### src/rtl/cpu6_prog_loader_if.sv
// Serial program-load bus for cpu6_prog_loader.
// The slave modport is the loader; the master modport is the host or bench.
interface cpu6_prog_loader_if #(
  parameter int WORD_W = 6,
  parameter int DEPTH  = 8
);
  localparam int AW = (DEPTH > 1) ? $clog2(DEPTH) : 1;

  logic          start;
  logic          bit_in;
  logic          bit_valid;
  logic          bit_ready;
  logic          wr_en;
  logic [AW-1:0] wr_addr;
  logic [WORD_W-1:0] wr_data;
  logic          cpu_hold;
  logic          done;
  logic          err;

  modport master (
    output start, bit_in, bit_valid,
    input  bit_ready, wr_en, wr_addr, wr_data, cpu_hold, done, err
  );

  modport slave (
    input  start, bit_in, bit_valid,
    output bit_ready, wr_en, wr_addr, wr_data, cpu_hold, done, err
  );
endinterface

### src/rtl/cpu6_prog_loader.sv
// Serial-to-parallel instruction-memory loader that holds the CPU while loading.
// Define PROG_CHECKSUM_EN to receive and check a trailing XOR checksum word.
module cpu6_prog_loader #(
  parameter int WORD_W = 6,
  parameter int DEPTH  = 8
) (
  input logic               clk,
  input logic               rst,
  cpu6_prog_loader_if.slave bus
);
  localparam int AW = (DEPTH > 1) ? $clog2(DEPTH) : 1;
  localparam int BW = (WORD_W > 1) ? $clog2(WORD_W) : 1;
  localparam logic [AW-1:0] LAST_WORD = AW'(DEPTH - 1);
  localparam logic [BW-1:0] LAST_BIT  = BW'(WORD_W - 1);

  typedef enum logic [2:0] {
    IDLE  = 3'd0,
    SHIFT = 3'd1,
    WRITE = 3'd2,
`ifdef PROG_CHECKSUM_EN
    CHECK = 3'd3,
`endif
    DONE  = 3'd4
  } state_t;

  state_t            state_reg;
  logic [WORD_W-1:0] shreg_reg;
  logic [AW-1:0]     word_cnt_reg;
  logic [BW-1:0]     bit_cnt_reg;
  logic              bit_ready_reg;
  logic              wr_en_reg;
  logic [AW-1:0]     wr_addr_reg;
  logic [WORD_W-1:0] wr_data_reg;
  logic              cpu_hold_reg;
  logic              done_reg;
`ifdef PROG_CHECKSUM_EN
  logic [WORD_W-1:0] acc_reg;
  logic              err_reg;
`endif

  logic              xfer;
  logic [WORD_W-1:0] shifted;

  assign xfer    = bus.bit_valid & bit_ready_reg;
  assign shifted = {shreg_reg[WORD_W-2:0], bus.bit_in};

  always_ff @(posedge clk) begin
    if (rst) begin
      state_reg     <= IDLE;
      shreg_reg     <= '0;
      word_cnt_reg  <= '0;
      bit_cnt_reg   <= '0;
      bit_ready_reg <= 1'b0;
      wr_en_reg     <= 1'b0;
      wr_addr_reg   <= '0;
      wr_data_reg   <= '0;
      cpu_hold_reg  <= 1'b0;
      done_reg      <= 1'b0;
`ifdef PROG_CHECKSUM_EN
      acc_reg       <= '0;
      err_reg       <= 1'b0;
`endif
    end else begin
      wr_en_reg <= 1'b0;
      case (state_reg)
        IDLE, DONE: begin
          if (bus.start) begin
            state_reg     <= SHIFT;
            shreg_reg     <= '0;
            word_cnt_reg  <= '0;
            bit_cnt_reg   <= '0;
            bit_ready_reg <= 1'b1;
            cpu_hold_reg  <= 1'b1;
            done_reg      <= 1'b0;
`ifdef PROG_CHECKSUM_EN
            acc_reg       <= '0;
            err_reg       <= 1'b0;
`endif
          end
        end

        SHIFT: begin
          if (xfer) begin
            shreg_reg   <= shifted;
            bit_cnt_reg <= bit_cnt_reg + BW'(1);
            // Outputs for the WRITE cycle are registered here so they line up with the state.
            if (bit_cnt_reg == LAST_BIT) begin
              state_reg     <= WRITE;
              bit_ready_reg <= 1'b0;
              wr_en_reg     <= 1'b1;
              wr_addr_reg   <= word_cnt_reg;
              wr_data_reg   <= shifted;
`ifdef PROG_CHECKSUM_EN
              acc_reg       <= acc_reg ^ shifted;
`endif
            end
          end
        end

        WRITE: begin
          bit_cnt_reg <= '0;
          if (word_cnt_reg == LAST_WORD) begin
`ifdef PROG_CHECKSUM_EN
            state_reg     <= CHECK;
            bit_ready_reg <= 1'b1;
`else
            state_reg     <= DONE;
            cpu_hold_reg  <= 1'b0;
            done_reg      <= 1'b1;
`endif
          end else begin
            state_reg     <= SHIFT;
            word_cnt_reg  <= word_cnt_reg + AW'(1);
            bit_ready_reg <= 1'b1;
          end
        end

`ifdef PROG_CHECKSUM_EN
        CHECK: begin
          if (xfer) begin
            shreg_reg   <= shifted;
            bit_cnt_reg <= bit_cnt_reg + BW'(1);
            if (bit_cnt_reg == LAST_BIT) begin
              state_reg     <= DONE;
              bit_ready_reg <= 1'b0;
              cpu_hold_reg  <= 1'b0;
              done_reg      <= 1'b1;
              err_reg       <= (shifted != acc_reg);
            end
          end
        end
`endif

        default: begin
          state_reg     <= IDLE;
          bit_ready_reg <= 1'b0;
          cpu_hold_reg  <= 1'b0;
        end
      endcase
    end
  end

  assign bus.bit_ready = bit_ready_reg;
  assign bus.wr_en     = wr_en_reg;
  assign bus.wr_addr   = wr_addr_reg;
  assign bus.wr_data   = wr_data_reg;
  assign bus.cpu_hold  = cpu_hold_reg;
  assign bus.done      = done_reg;
`ifdef PROG_CHECKSUM_EN
  assign bus.err       = err_reg;
`else
  assign bus.err       = 1'b0;
`endif
endmodule
### src/flat_wrapper.sv
// flat-port wrapper written by rule: the top's interface ports become plain ports
module cpu6_prog_loader_flat 
#(
  parameter int WORD_W = 6,
  parameter int DEPTH  = 8
)
  (clk, rst, bus_start, bus_bit_in, bus_bit_valid, bus_bit_ready, bus_wr_en, bus_wr_addr, bus_wr_data, bus_cpu_hold, bus_done, bus_err);
  cpu6_prog_loader_if #(.WORD_W(WORD_W), .DEPTH(DEPTH)) bus_i ();
  input logic clk;
  input logic rst;
  input wire logic [$bits(bus_i.start)-1:0] bus_start;
  input wire logic [$bits(bus_i.bit_in)-1:0] bus_bit_in;
  input wire logic [$bits(bus_i.bit_valid)-1:0] bus_bit_valid;
  output wire logic [$bits(bus_i.bit_ready)-1:0] bus_bit_ready;
  output wire logic [$bits(bus_i.wr_en)-1:0] bus_wr_en;
  output wire logic [$bits(bus_i.wr_addr)-1:0] bus_wr_addr;
  output wire logic [$bits(bus_i.wr_data)-1:0] bus_wr_data;
  output wire logic [$bits(bus_i.cpu_hold)-1:0] bus_cpu_hold;
  output wire logic [$bits(bus_i.done)-1:0] bus_done;
  output wire logic [$bits(bus_i.err)-1:0] bus_err;
  assign bus_i.start = bus_start;
  assign bus_i.bit_in = bus_bit_in;
  assign bus_i.bit_valid = bus_bit_valid;
  assign bus_bit_ready = bus_i.bit_ready;
  assign bus_wr_en = bus_i.wr_en;
  assign bus_wr_addr = bus_i.wr_addr;
  assign bus_wr_data = bus_i.wr_data;
  assign bus_cpu_hold = bus_i.cpu_hold;
  assign bus_done = bus_i.done;
  assign bus_err = bus_i.err;
  cpu6_prog_loader #(.WORD_W(WORD_W), .DEPTH(DEPTH)) u_core (.clk(clk), .rst(rst), .bus(bus_i));
endmodule
### config.mk
export PLATFORM = sky130hd
export DESIGN_NAME = cpu6_prog_loader_flat
export DESIGN_NICKNAME = d
export VERILOG_FILES = /design/src/rtl/cpu6_prog_loader_if.sv /design/src/rtl/cpu6_prog_loader.sv /design/src/flat_wrapper.sv
export SDC_FILE = /design/constraint.sdc
export NUM_CORES = 1
export LEC_CHECK = 0
export ABC_CLOCK_PERIOD_IN_PS = 2400
export BUFFER_PORTS_ARGS = -buffer_cell sky130_fd_sc_hd__buf_2
export CAP_MARGIN = 10
export CORE_ASPECT_RATIO = 0.9
export CORE_MARGIN = 5
export CORE_UTILIZATION = 55
export DETAILED_ROUTE_END_ITERATION = 10
export GPL_TIMING_DRIVEN = 0
export PLACE_DENSITY = 0.77
export SYNTH_ARGS = -nofsm -noshare
export SYNTH_HDL_FRONTEND = slang
export SYNTH_SLANG_ARGS = --single-unit
### constraint.sdc
create_clock -name clk -period 2.4 [get_ports clk]
set_clock_uncertainty 0.15 [all_clocks]
set_input_delay 0.24 -clock clk [delete_from_list [all_inputs] [get_ports clk]]
set_output_delay 0.24 -clock clk [all_outputs]
set_load 0.005 [all_outputs]
==> summary.md, run 1 <==
| Metric | Value |
|---|---|
| HPWL after DPL | `~1900 um` |
| Worst min-delay path class | `input port to flip-flop` |
| Vias in the first global route | `a little under 1000` |
| GR Util met1 | `a little over a fifth` |
| Largest family of logic cells by synthesized area | `simple AND/OR/NAND/NOR gates` |
| Setup violations, final | `0` |
| Crit Path Max Fanout | `5` |
| Antenna violations before repair | `0` |
| DR vias | `around 1100` |
| TNS Setup | `0 ns` |
| Port Buf Inserts | `17` |
| Synth warn | `0` |
| Final ANT Viol Nets | `0` |
| Clock Sinks | `27` |
| DRC errors left | `0` |
| F_max | `between 500 and 600 MHz` |
| I/O pins | `19` |
| Largest net degree at the start of global routing | `16` |
| LEAKAGE | `around 0.00057 uW` |
| Largest register FFs | `6` |
| Relative slew margins | `between 60 and 70%` |
| Crit share post-route | `81.3%` |
| TritonCTS clock tree | `built` |
| Post-placement cell count | `~180` |
| Post-Synth Simple-Gate Area | `25.1%` |
| R2R Setup Slk | `about 0.45 ns` |
| PD cells | `520 nW/um2` |
| Synth Area per Inst | `9.11 um2` |
| Layout cells sized above 1 | `21.6%` |
| Synth unique cells | `36` |
| Mux cell area share after synthesis | `between 8 and 9%` |
| Die Ht | `between 50 and 60 um` |
| GRT Max-Usage Layer | `met2` |
| Worst-margin pin slew | `between 0.5 and 0.6 ns` |
| Routed len/inst | `between 10 and 15 um` |
| Initial Util | `a little under 60%` |
| Die W | `approximately 61 um` |
| Fraction of the mapped netlist area in adder cells | `~3.9%` |
| Vias/cell | `5.61` |
| Inserted Clock Buffers | `3` |
| Max rail drop VDD | `0.000505 V` |
| GRT overflow | `0` |
| Predominant post-synthesis flop cell | `dfxtp_1` |
| CP required | `around 2.5 ns` |
| Total Die Area | `around 3400 um2` |
| Met3 Track Usage GR | `4.18%` |
| Cell with the most instances after synthesis | `dfxtp_1` |
| Async set or reset register ratio after synthesis | `0%` |
| XOR/XNOR Fraction of Synth Area | `0%` |
| Layout area overhead | `12.3%` |
| Library cell with the largest summed area after synthesis | `dfxtp_1` |
| Post-synthesis cell area | `1270 um2` |
| #FFs+latches synth | `27` |
| Final Net Count | `~170` |
| Post-synth EDFFs | `0` |
| Syn Nets | `between 100 and 150` |
| H-Tree Depth | `1` |
| Post-Route WL | `~2600 um` |
| Worst hold path cell count | `3` |
| Top cells by count, synth | `27 x dfxtp_1, 13 x a21oi_1, 12 x o21ai_0, 9 x nand3_1` |
| RD Place Congestion | `roughly 0.78` |
| CP Class | `flip-flop to flip-flop` |
| GRT Overall Usage | `between 10% and 20%` |
| Row cnt | `16` |
| Fin. Hold Viols | `0` |
| Unrepaired setup endpoints after global routing | `no` |
| Crit. End Element | `flip-flop` |
| Data arrival, critical path | `around 2 ns` |
| Maximum clock insertion buffer count | `2` |
| Reg2reg path depth | `5` |
| First-pass GRT wire length | `between 4000 and 5000 um` |
| Clock-pin transition on the worst setup and hold timing paths | `~0.14 ns` |
| Max cap viols | `0` |
| Core area | `about 2200 um2` |
| Met2 GRT Util | `between 20% and 30%` |
| Register area share after synthesis | `42.4%` |
| Finished Layout Cells | `between 150 and 200` |
| Clock root buffer master | `clkbuf_4` |
| Post-CTS Resized | `0` |
| Synth top area cells | `dfxtp_1 42%, a21oi_1 5.1%, o21ai_0 4.7%` |
| Min Tclk post-route | `1.95 ns` |
| Fin. max-slew vios | `0` |
| DR iter-0 viols | `38` |
| Outcome | `finished clean` |
| Diode count | `0` |
| DR pass1 iterations | `4` |
| Synth Instances | `140` |
| Clk Latency, worst-skew pair | `approximately 0.32 ns` |
| Crit start category | `flip-flop` |
| Synth top area share | `42.4%` |
| Synth Area in Compound Gates | `between 10 and 15%` |
[where the power goes]
part | switching (uW) | total [uW] | internal (uW)
Sequential | 8.77 | 465 | 456
Clock | 131 | 194 | 62.5
Combinational | 49.0 | 85.7 | 36.7
[placed cells by master (no fill, tap or decap), types with 2 or more instances in the layout]
| cell | netlist | final |
|---|---|---|
| dfxtp_1 | 27 | 27 |
| buf_2 | 3 | 20 |
| a21oi_1 | 13 | 13 |
| o21ai_0 | 12 | 12 |
| nand3_1 | 9 | 9 |
| nand2b_1 | 7 | 7 |
| nor3_1 | 7 | 7 |
| nor2_1 | 6 | 6 |
| nor2b_1 | 5 | 5 |
| mux2_2 | 5 | 5 |
| mux2i_1 | 5 | 5 |
| clkbuf_1 | 4 | 4 |
| or3b_1 | 4 | 4 |
| ha_1 | 4 | 4 |
| inv_1 | 3 | 3 |
| nand2_1 | 3 | 3 |
| clkbuf_4 | 0 | 3 |
| buf_6 | 2 | 2 |
| nand3b_1 | 2 | 2 |
| a211oi_1 | 2 | 2 |
[layout make-up]
type	instances	area, um2
clock buffers	3	22.5
flip-flops and latches	27	541
well taps	27	33.8
repair buffers	18	95.1
clock inverters	1	5.00
fillers	199	771
inverters	3	11.3
multi-input cells	99	659
plain buffers	11	63.8
[cell families after synthesis]
family,after synthesis
adders and majority gates,4
other,1
and+or+nand+nor,52
DFF,27
muxes,10
buffers and inverters,14
AOI/OAI and AO/OA,32
[critical path, stage by stage, from the launching register on]
cell and delay, ns:
dfxtp_1 0.41, ha_1 0.17, ha_1 0.20, nor3b_1 0.06, o21bai_1 0.47, mux2_2 0.39
[worst paths after layout]
check | from | end
worst min register to register | u_core.shreg_reg[1]$_SDFFE_PP0P_ | u_core.bus.wr_data[2]$_SDFFE_PP0P_
worst max register to register | u_core.word_cnt_reg[1]$_SDFFE_PP0P_ | u_core.word_cnt_reg[0]$_SDFFE_PP0P_
worst min-delay path | bus_start | u_core.bus.cpu_hold$_SDFFE_PP0P_
worst max-delay path | u_core.word_cnt_reg[1]$_SDFFE_PP0P_ | u_core.word_cnt_reg[0]$_SDFFE_PP0P_
[repair_timing]
action                    4_1_cts  5_1_grt
setup buffers                   0        0
hold endpoints to repair        1        0
hold buffers                    1        0
[layer usage]
| layer | up-vias | part of all wire (%) |
|---|---|---|
| met1 | 503 | 47 |
| li1 | 543 | - |
| met3 | 2 | 3.7 |
| met4 | 0 | 0.51 |
| met2 | 13 | 49 |
| met5 | - | 0 |
[through the flow]
step / setup WS, ns / cell area (um2) / power, uW / utilization, % / hold WS [ns]
6_report: 0.450 / 1430 / 744 / 65.0 / 0.143
5_1_grt: 0.394 / 1430 / 783 / 65.0 / 0.124
4_1_cts: 0.486 / 1430 / 753 / 65.0 / 0.132
3_5_place_dp: 0.501 / 1390 / 559 / 63.3 / 0.308
3_3_place_gp: 0.518 / 1390 / 556 / 63.3 / 0.306
2_1_floorplan: 0.728 / 1270 / 534 / - / 0.238
No activity file was read; power rests on OpenSTA's default activity.
==> inputs of run 2 (changes only) <==
--- a/config.mk
+++ b/config.mk
@@ -5,7 +5,8 @@
 export SDC_FILE = /design/constraint.sdc
 export NUM_CORES = 1
 export LEC_CHECK = 0
-export ABC_CLOCK_PERIOD_IN_PS = 2400
+export ABC_AREA = 1
+export ABC_CLOCK_PERIOD_IN_PS = 1900
 export BUFFER_PORTS_ARGS = -buffer_cell sky130_fd_sc_hd__buf_2
 export CAP_MARGIN = 10
 export CORE_ASPECT_RATIO = 0.9
==> constraint.sdc (replaced) <==
create_clock -name clk -period 1.9 [get_ports clk]
set_clock_uncertainty 0.15 [all_clocks]
set_input_delay 0.19 -clock clk [delete_from_list [all_inputs] [get_ports clk]]
set_output_delay 0.19 -clock clk [all_outputs]
set_load 0.005 [all_outputs]
==> run 2 against run 1 <==
Against the previous run:
- fmax is 27% higher
- routed wire length is 1.7% higher
- cell count is 25% higher
- flip-flop and latch count stayed put
- first-iteration DRC count is 5.3% lower
- largest cell class unchanged
- highest routed layer unchanged
==> summary.md, run 2 <==
| Metric | Value |
|---|---|
| Outcome | `finished clean` |
| Final Net Count | `218 (+27%)` |
| Post-placement cell count | `230 (+25%)` |
| Switching share of power | `29.2% (+3.8 points)` |
| Crit. End Element | `flip-flop` |
| Synth Instances | `185 (+32%)` |
| First-pass GRT wire length | `4620 um (+5.5%)` |
| Layout area overhead | `11.9%` |
| Seq pwr share | `58.6% (-3.9 points)` |
| Row cnt | `17 (+1)` |
| Syn Nets | `194 (+30%)` |
| Core area | `2450 um2 (+11%)` |
| Largest family of logic cells by synthesized area | `simple AND/OR/NAND/NOR gates` |
| Clock root buffer master | `clkbuf_4` |
| Worst min-delay path class | `input port to flip-flop` |
| Largest register FFs | `6 (unchanged)` |
| Max rail drop VDD | `0.000552 V (+9.5%)` |
| Post-Synth Simple-Gate Area | `41.9% (+17 points)` |
| TNS Setup | `0 ns (unchanged)` |
| Async set or reset register ratio after synthesis | `0% (unchanged)` |
| DR iter-0 viols | `36 (-5.3%)` |
| H-Tree Depth | `1 (unchanged)` |
| DR vias | `1129 (+6.4%)` |
| Largest net degree at the start of global routing | `16 (unchanged)` |
| Register area share after synthesis | `38.4% (-4.0 points)` |
| Fin. Hold Viols | `0 (unchanged)` |
| Unrepaired setup endpoints after global routing | `no` |
| Inserted Clock Buffers | `3 (unchanged)` |
| F_max | `649 MHz (+27%)` |
| Crit path largest cell delay | `0.36 ns (-0.11 ns)` |
| Predominant post-synthesis flop cell | `dfxtp_1` |
| Fraction of the mapped netlist area in adder cells | `3.55% (-0.37 points)` |
| Power share of the combinational group | `17.8% (+6.3 points)` |
| Layout cells sized above 1 | `28.4% (+6.8 points)` |
| Total Die Area | `3680 um2 (+8.7%)` |
| Design Power | `1050 uW (+41%)` |
| I/O pins | `19 (unchanged)` |
| Fin. max-slew vios | `0 (unchanged)` |
| Met2 GRT Util | `26.8% (+0.86 points)` |
| Clock-pin transition on the worst setup and hold timing paths | `0.15 ns (about the same)` |
| Clock Sinks | `27 (unchanged)` |
| GRT Max-Usage Layer | `met2` |
| Crit Path Max Fanout | `5 (unchanged)` |
| Finished Layout Cells | `236 (+25%)` |
| Crit share post-route | `81.0% (-0.23 points)` |
| CP cell instances | `ha_1 -> ha_1 -> nand3_1 -> nand2_2 -> nor2_2 -> nand2_1 -> nand2_1 -> nor2_1` |
| Met3 Track Usage GR | `4.65% (+0.47 points)` |
| Setup violations, final | `0 (unchanged)` |
| LEAKAGE | `0.000797 uW (+39%)` |
| Die W | `63.4 um (+4.3%)` |
| Most frequent cells in the layout | `44 x nand2_1, 27 x dfxtp_1, 26 x nor2_1` |
| Post-CTS Resized | `0 (unchanged)` |
| Final ANT Viol Nets | `0 (unchanged)` |
| #FFs+latches synth | `27 (unchanged)` |
| Min Tclk post-route | `1.54 ns (-0.411 ns)` |
| Slowest cell on crit path | `dfxtp_1` |
| Synth top area cells | `dfxtp_1 38%, nand2_1 12%, nor2_1 6.9%` |
| Post-synthesis cell area | `1410 um2 (+11%)` |
| RD Place Congestion | `0.817 (+4.9%)` |
| GRT Overall Usage | `15.4% (-0.83 points)` |
| DR pass1 iterations | `4 (unchanged)` |
| Clock Power Share | `23.7% (-2.3 points)` |
| Synth warn | `0 (unchanged)` |
| Data arrival, critical path | `1.64 ns (-0.39 ns)` |
| CP required | `2.00 ns (-0.48 ns)` |
| Diode count | `0 (unchanged)` |
| Synth unique cells | `26 (-28%)` |
| Post-synth EDFFs | `0 (unchanged)` |
| Top cells by count, synth | `44 x nand2_1, 27 x dfxtp_1, 26 x nor2_1, 20 x inv_1, 19 x nand3_1` |
| Vias/cell | `4.78 (-15%)` |
| Vias in the first global route | `1061 (+7.7%)` |
| Library cell with the largest summed area after synthesis | `dfxtp_1` |
| CP Class | `flip-flop to flip-flop` |
| Most common cell after layout, fill and taps aside | `nand2_1` |
| Port Buf Inserts | `17 (unchanged)` |
| HPWL after DPL | `2060 um (+8.0%)` |
| Routed len/inst | `11.1 um (-19%)` |
| DRC errors left | `0 (unchanged)` |
| Synth top area share | `38.4% (-4.0 points)` |
| Post-Route WL | `2620 um (+1.7%)` |
| GRT overflow | `0 (unchanged)` |
| Internal | `741 uW (+33%)` |
| Mux cell area share after synthesis | `0% (-8.3 points)` |
| Maximum clock insertion buffer count | `2 (unchanged)` |
| Clk Latency, worst-skew pair | `0.33 ns (about the same)` |
| Cell with the most instances after synthesis | `nand2_1` |
| Antenna violations before repair | `0 (unchanged)` |
| PD cells | `663 nW/um2 (+28%)` |
| XOR/XNOR Fraction of Synth Area | `0% (unchanged)` |
| Psw | `305 uW (+62%)` |
| R2R Setup Slk | `0.36 ns (-0.09 ns)` |
| Synth Area in Compound Gates | `6.13% (-7.9 points)` |
| Max cap viols | `0 (unchanged)` |
| Synth Area per Inst | `7.62 um2 (-16%)` |
| Crit start category | `flip-flop` |
| Setup repair bufs after CTS | `0 (unchanged)` |
| Die Ht | `58.0 um (+4.2%)` |
| TritonCTS clock tree | `built` |
| GR Util met1 | `18.9% (-2.7 points)` |
| Initial Util | `57.6% (-0.30 points)` |
## run 2: changes by cell type after synthesis, moves of 6 or more
| cell | change |
|---|---|
| nor3_1 | -6 |
| nand2_2 | +11 |
| inv_1 | +17 |
| a21oi_2 | +6 |
| nand2_1 | +41 |
| nor2_1 | +20 |
| o21ai_0 | -11 |
| nand2b_1 | -7 |
| nand3_1 | +10 |
| a21oi_1 | -9 |
## run 2: layout make-up
type	count	area, um2
multi-input cells	130	731
repair buffers	19	105
fillers	210	870
inverters	23	91.3
clock inverters	1	5.00
clock buffers	3	22.5
plain buffers	5	46.3
well taps	28	35.0
flip-flops and latches	27	541
## run 2: worst paths after layout
kind,from,to,cells past startpoint
setup / recovery,u_core.word_cnt_reg[0]$_SDFFE_PP0P_,u_core.bus.bit_ready$_SDFFE_PP0P_,8
hold / removal,bus_start,u_core.state_reg[2]$_SDFFE_PP0P_,4
setup reg to reg,u_core.word_cnt_reg[0]$_SDFFE_PP0P_,u_core.bus.bit_ready$_SDFFE_PP0P_,8
hold reg to reg,u_core.shreg_reg[3]$_SDFFE_PP0P_,u_core.bus.wr_data[4]$_SDFFE_PP0P_,2
## run 2: critical path, delay by kind of cell (launching register included)
kind	cells	cell delay, ns
adder cells (fa/ha/maj)	2	0.41
flip-flops	1	0.36
AND/OR/NAND/NOR	6	0.54
## run 2: logic make-up after synthesis
logic type                 Yosys count
AOI/OAI and AO/OA                   12
adders and majority gates            4
buffers and inverters               28
DFF                                 27
other                                1
and+or+nand+nor                    113
## run 2: what timing repair did
action	in CTS	in global routing
hold endpoints to repair	3	0
hold buffers	2	0
endpoints found under the setup margin	0	0
## run 2: layer usage
layer  routed length [um]  share of wire [%]
met2                 1230                 47
met1                 1250                 48
met5                    0                  0
met4                   15               0.57
met3                  125                4.8
## run 2: per-stage QoR
stage / utilization, % / instance area (um2) / worst slack, ns / hold WS, ns
2_1_floorplan: - / 1410 / 0.470 / 0.102
3_3_place_gp: 62.5 / 1530 / 0.366 / 0.252
3_5_place_dp: 62.5 / 1530 / 0.346 / 0.259
4_1_cts: 64.5 / 1580 / 0.335 / 0.0207
5_1_grt: 64.5 / 1580 / 0.240 / 0.0286
6_report: 64.5 / 1580 / 0.360 / 0.0268
## run 2: power groups by stage
stage / sequential (uW) / combinational, uW / clock (uW)
2_1_floorplan: 621 / 146 / 0
3_3_place_gp: 624 / 179 / 0
3_5_place_dp: 625 / 182 / 0
4_1_cts: 612 / 187 / 252
5_1_grt: 617 / 213 / 281
6_report: 613 / 186 / 247
==> inputs of run 3 (changes only) <==
--- a/config.mk
+++ b/config.mk
@@ -5,8 +5,8 @@
 export SDC_FILE = /design/constraint.sdc
 export NUM_CORES = 1
 export LEC_CHECK = 0
-export ABC_AREA = 1
-export ABC_CLOCK_PERIOD_IN_PS = 1900
+export ABC_AREA = 0
+export ABC_CLOCK_PERIOD_IN_PS = 1600
 export BUFFER_PORTS_ARGS = -buffer_cell sky130_fd_sc_hd__buf_2
 export CAP_MARGIN = 10
 export CORE_ASPECT_RATIO = 0.9
==> constraint.sdc (replaced) <==
create_clock -name clk -period 1.6 [get_ports clk]
set_clock_uncertainty 0.15 [all_clocks]
set_input_delay 0.16 -clock clk [delete_from_list [all_inputs] [get_ports clk]]
set_output_delay 0.16 -clock clk [all_outputs]
set_load 0.005 [all_outputs]
==> run 3 against run 2 <==
Against the previous run:
- the flow now finishes with violations (setup timing)
- total power increased by 13%
- clock-buffer cell count increased by 1
- cell count decreased by 15%
- sequential share of layout area decreased by 0.47 points
- combinational power increased by 5%
- critical path depth decreased by 3
- setup slack got worse by 0.41 ns
- first-iteration DRC count increased by 33%
- largest cell class unchanged
- highest routed layer unchanged
==> summary.md, run 3 (synthesized netlist as in run 1, its figures left out) <==
| Metric | Value |
|---|---|
| Row cnt | `16 (-1)` |
| DR vias | `1124 (-0.44%)` |
| LEAKAGE | `0.000648 uW (-19%)` |
| Design Power | `1180 uW (+13%)` |
| Psw | `299 uW (-2.2%)` |
| Die Ht | `55.7 um (-4.0%)` |
| Inserted Clock Buffers | `3 (unchanged)` |
| Maximum clock insertion buffer count | `2 (unchanged)` |
| Fin. max-slew vios | `0 (unchanged)` |
| Initial Util | `57.9% (+0.30 points)` |
| Final setup margin | `-0.0449 ns (-0.405 ns)` |
| Vias/cell | `5.59 (+17%)` |
| GRT Overall Usage | `17.8% (+2.4 points)` |
| Clock Sinks | `27 (unchanged)` |
| Clock Power Share | `24.6% (+0.9 points)` |
| Hold Slack | `0.0643 ns (+0.0375 ns)` |
| Outcome | `finished with violations` |
| DR pass1 iterations | `4 (unchanged)` |
| Clock root buffer master | `clkbuf_4` |
| Crit share post-route | `103% (+22 points)` |
| Routed len/inst | `14.5 um (+31%)` |
| Crit Path Max Fanout | `7 (+2)` |
| CP required | `1.67 ns (-0.33 ns)` |
| Max cap viols | `0 (unchanged)` |
| Antenna violations before repair | `0 (unchanged)` |
| Multi-input logic area | `733 um2 (+0.34%)` |
| Total Die Area | `3380 um2 (-8.0%)` |
| Clock-pin transition on the worst setup and hold timing paths | `0.14 ns (about the same)` |
| Finished Layout Cells | `201 (-15%)` |
| Data arrival, critical path | `1.72 ns (+0.08 ns)` |
| Final ANT Viol Nets | `0 (unchanged)` |
| Largest net degree at the start of global routing | `15 (-1)` |
| Clk Latency, worst-skew pair | `0.32 ns (about the same)` |
| HPWL after DPL | `1900 um (-7.7%)` |
| TritonCTS clock tree | `built` |
| Port Buf Inserts | `17 (unchanged)` |
| Post-Route WL | `2920 um (+11%)` |
| Diode count | `0 (unchanged)` |
| Crit. End Element | `flip-flop` |
| F_max | `608 MHz (-6.4%)` |
| Internal | `882 uW (+19%)` |
| Switching share of power | `25.3% (-3.9 points)` |
| Worst min-delay path class | `input port to flip-flop` |
| H-Tree Depth | `1 (unchanged)` |
| First-pass GRT wire length | `4630 um (+0.13%)` |
| Unrepaired setup endpoints after global routing | `yes` |
| Post-placement cell count | `184 (-20%)` |
| GRT overflow | `0 (unchanged)` |
| Max rail drop VDD | `0.000600 V (+8.6%)` |
| Layout cells sized above 1 | `33.9% (+5.5 points)` |
| Core area | `2200 um2 (-10%)` |
| Most common cell after layout, fill and taps aside | `dfxtp_1` |
| Seq pwr share | `58.9% (+0.3 points)` |
| I/O pins | `19 (unchanged)` |
| Final Net Count | `184 (-16%)` |
| PD cells | `723 nW/um2 (+9.1%)` |
| Layout fillers | `161 (-23%)` |
| DR iter-0 viols | `48 (+33%)` |
| Setup violations, final | `2 (+2)` |
| RD Place Congestion | `0.779 (-4.7%)` |
| Crit start category | `flip-flop` |
| Die W | `60.8 um (-4.1%)` |
| FF+latch area | `552 um2 (+2.1%)` |
| CP Class | `flip-flop to flip-flop` |
| Vias in the first global route | `1026 (-3.3%)` |
| Fin. Hold Viols | `0 (unchanged)` |
| Layout area overhead | `28.0%` |
| Most frequent cells in the layout | `22 x dfxtp_1, 17 x buf_2, 15 x buf_4` |
| Min Tclk post-route | `1.64 ns (+0.105 ns)` |
| Failing checks | `setup timing` |
| Power share of the combinational group | `16.5% (-1.3 points)` |
| Largest register FFs | `6 (unchanged)` |
| DRC errors left | `0 (unchanged)` |
run 3: cell count changes in the layout (fill, tap and decap cells not counted), moves of 9 or more:
| cell | delta |
|---|---|
| inv_1 | -17 |
| a21oi_1 | +9 |
| nor2_1 | -20 |
| nand2_2 | -11 |
| nand2_1 | -41 |
| buf_4 | +13 |
| nand3_1 | -10 |
run 3: through the flow:
stage	cell area [um2]	setup slack, ns	util, %	setup TNS (ns)
global route	1630	-0.0957	74.1	-0.236
detailed placement	1400	-0.135	63.5	-0.837
global placement	1400	-0.112	63.5	-0.346
finish	1630	-0.0449	74.1	-0.0897
CTS	1520	-0.0167	69.2	-0.0331
floorplan	1280	0.0140	-	0
run 3: path summary, 6_finish.rpt:
path | endpoint | cells after the start | slack, ns | start
setup reg to reg | u_core.bit_cnt_reg[0]$_SDFFE_PP0P_ | 5 | -0.04 | u_core.state_reg[0]$_SDFFE_PP0P_
setup / recovery | u_core.bit_cnt_reg[0]$_SDFFE_PP0P_ | 5 | -0.04 | u_core.state_reg[0]$_SDFFE_PP0P_
hold reg to reg | u_core.bus.wr_addr[0]$_SDFFE_PP0P_ | 2 | 0.33 | u_core.bus.wr_addr[0]$_SDFFE_PP0P_
hold / removal | u_core.bus.cpu_hold$_SDFFE_PP0P_ | 3 | 0.06 | bus_start
run 3: area by class of cell:
type	instances	share of cell area (%)
multi-input cells	99	44.9
flip-flops and latches	27	33.8
repair buffers	31	12.0
plain buffers	10	4.83
well taps	27	2.07
clock buffers	4	1.61
inverters	3	0.690
run 3: power by group through the flow:
stage / Sequential (uW) / Clock, uW / Combinational, uW
finish: 695 / 291 / 195
global route: 697 / 329 / 210
CTS: 696 / 295 / 159
detailed placement: 712 / 0 / 127
global placement: 710 / 0 / 124
floorplan: 709 / 0 / 92.5
run 3: critical path, cell delays in order, from the launching register on:
cell and delay (ns):
dfxtp_2 0.36, buf_6 0.13, or3b_1 0.35, o211ai_1 0.09, buf_4 0.15, mux2_2 0.32
run 3: what timing repair did:
action                     in CTS  in global routing
setup buffers                   7                  6
setup endpoints to repair      17                 19
hold endpoints to repair        2                  0
gates resized for setup        14                 25
hold buffers                    1                  0
pin swaps                       3                  7
run 3: routing by layer:
layer	up-vias	GRT usage (%)	share of wire (%)
li1	564	-	-
met1	531	22.6	45
met2	27	27.5	50
met3	2	4.87	4.4
met4	0	8.05	0.99
met5	-	0	0
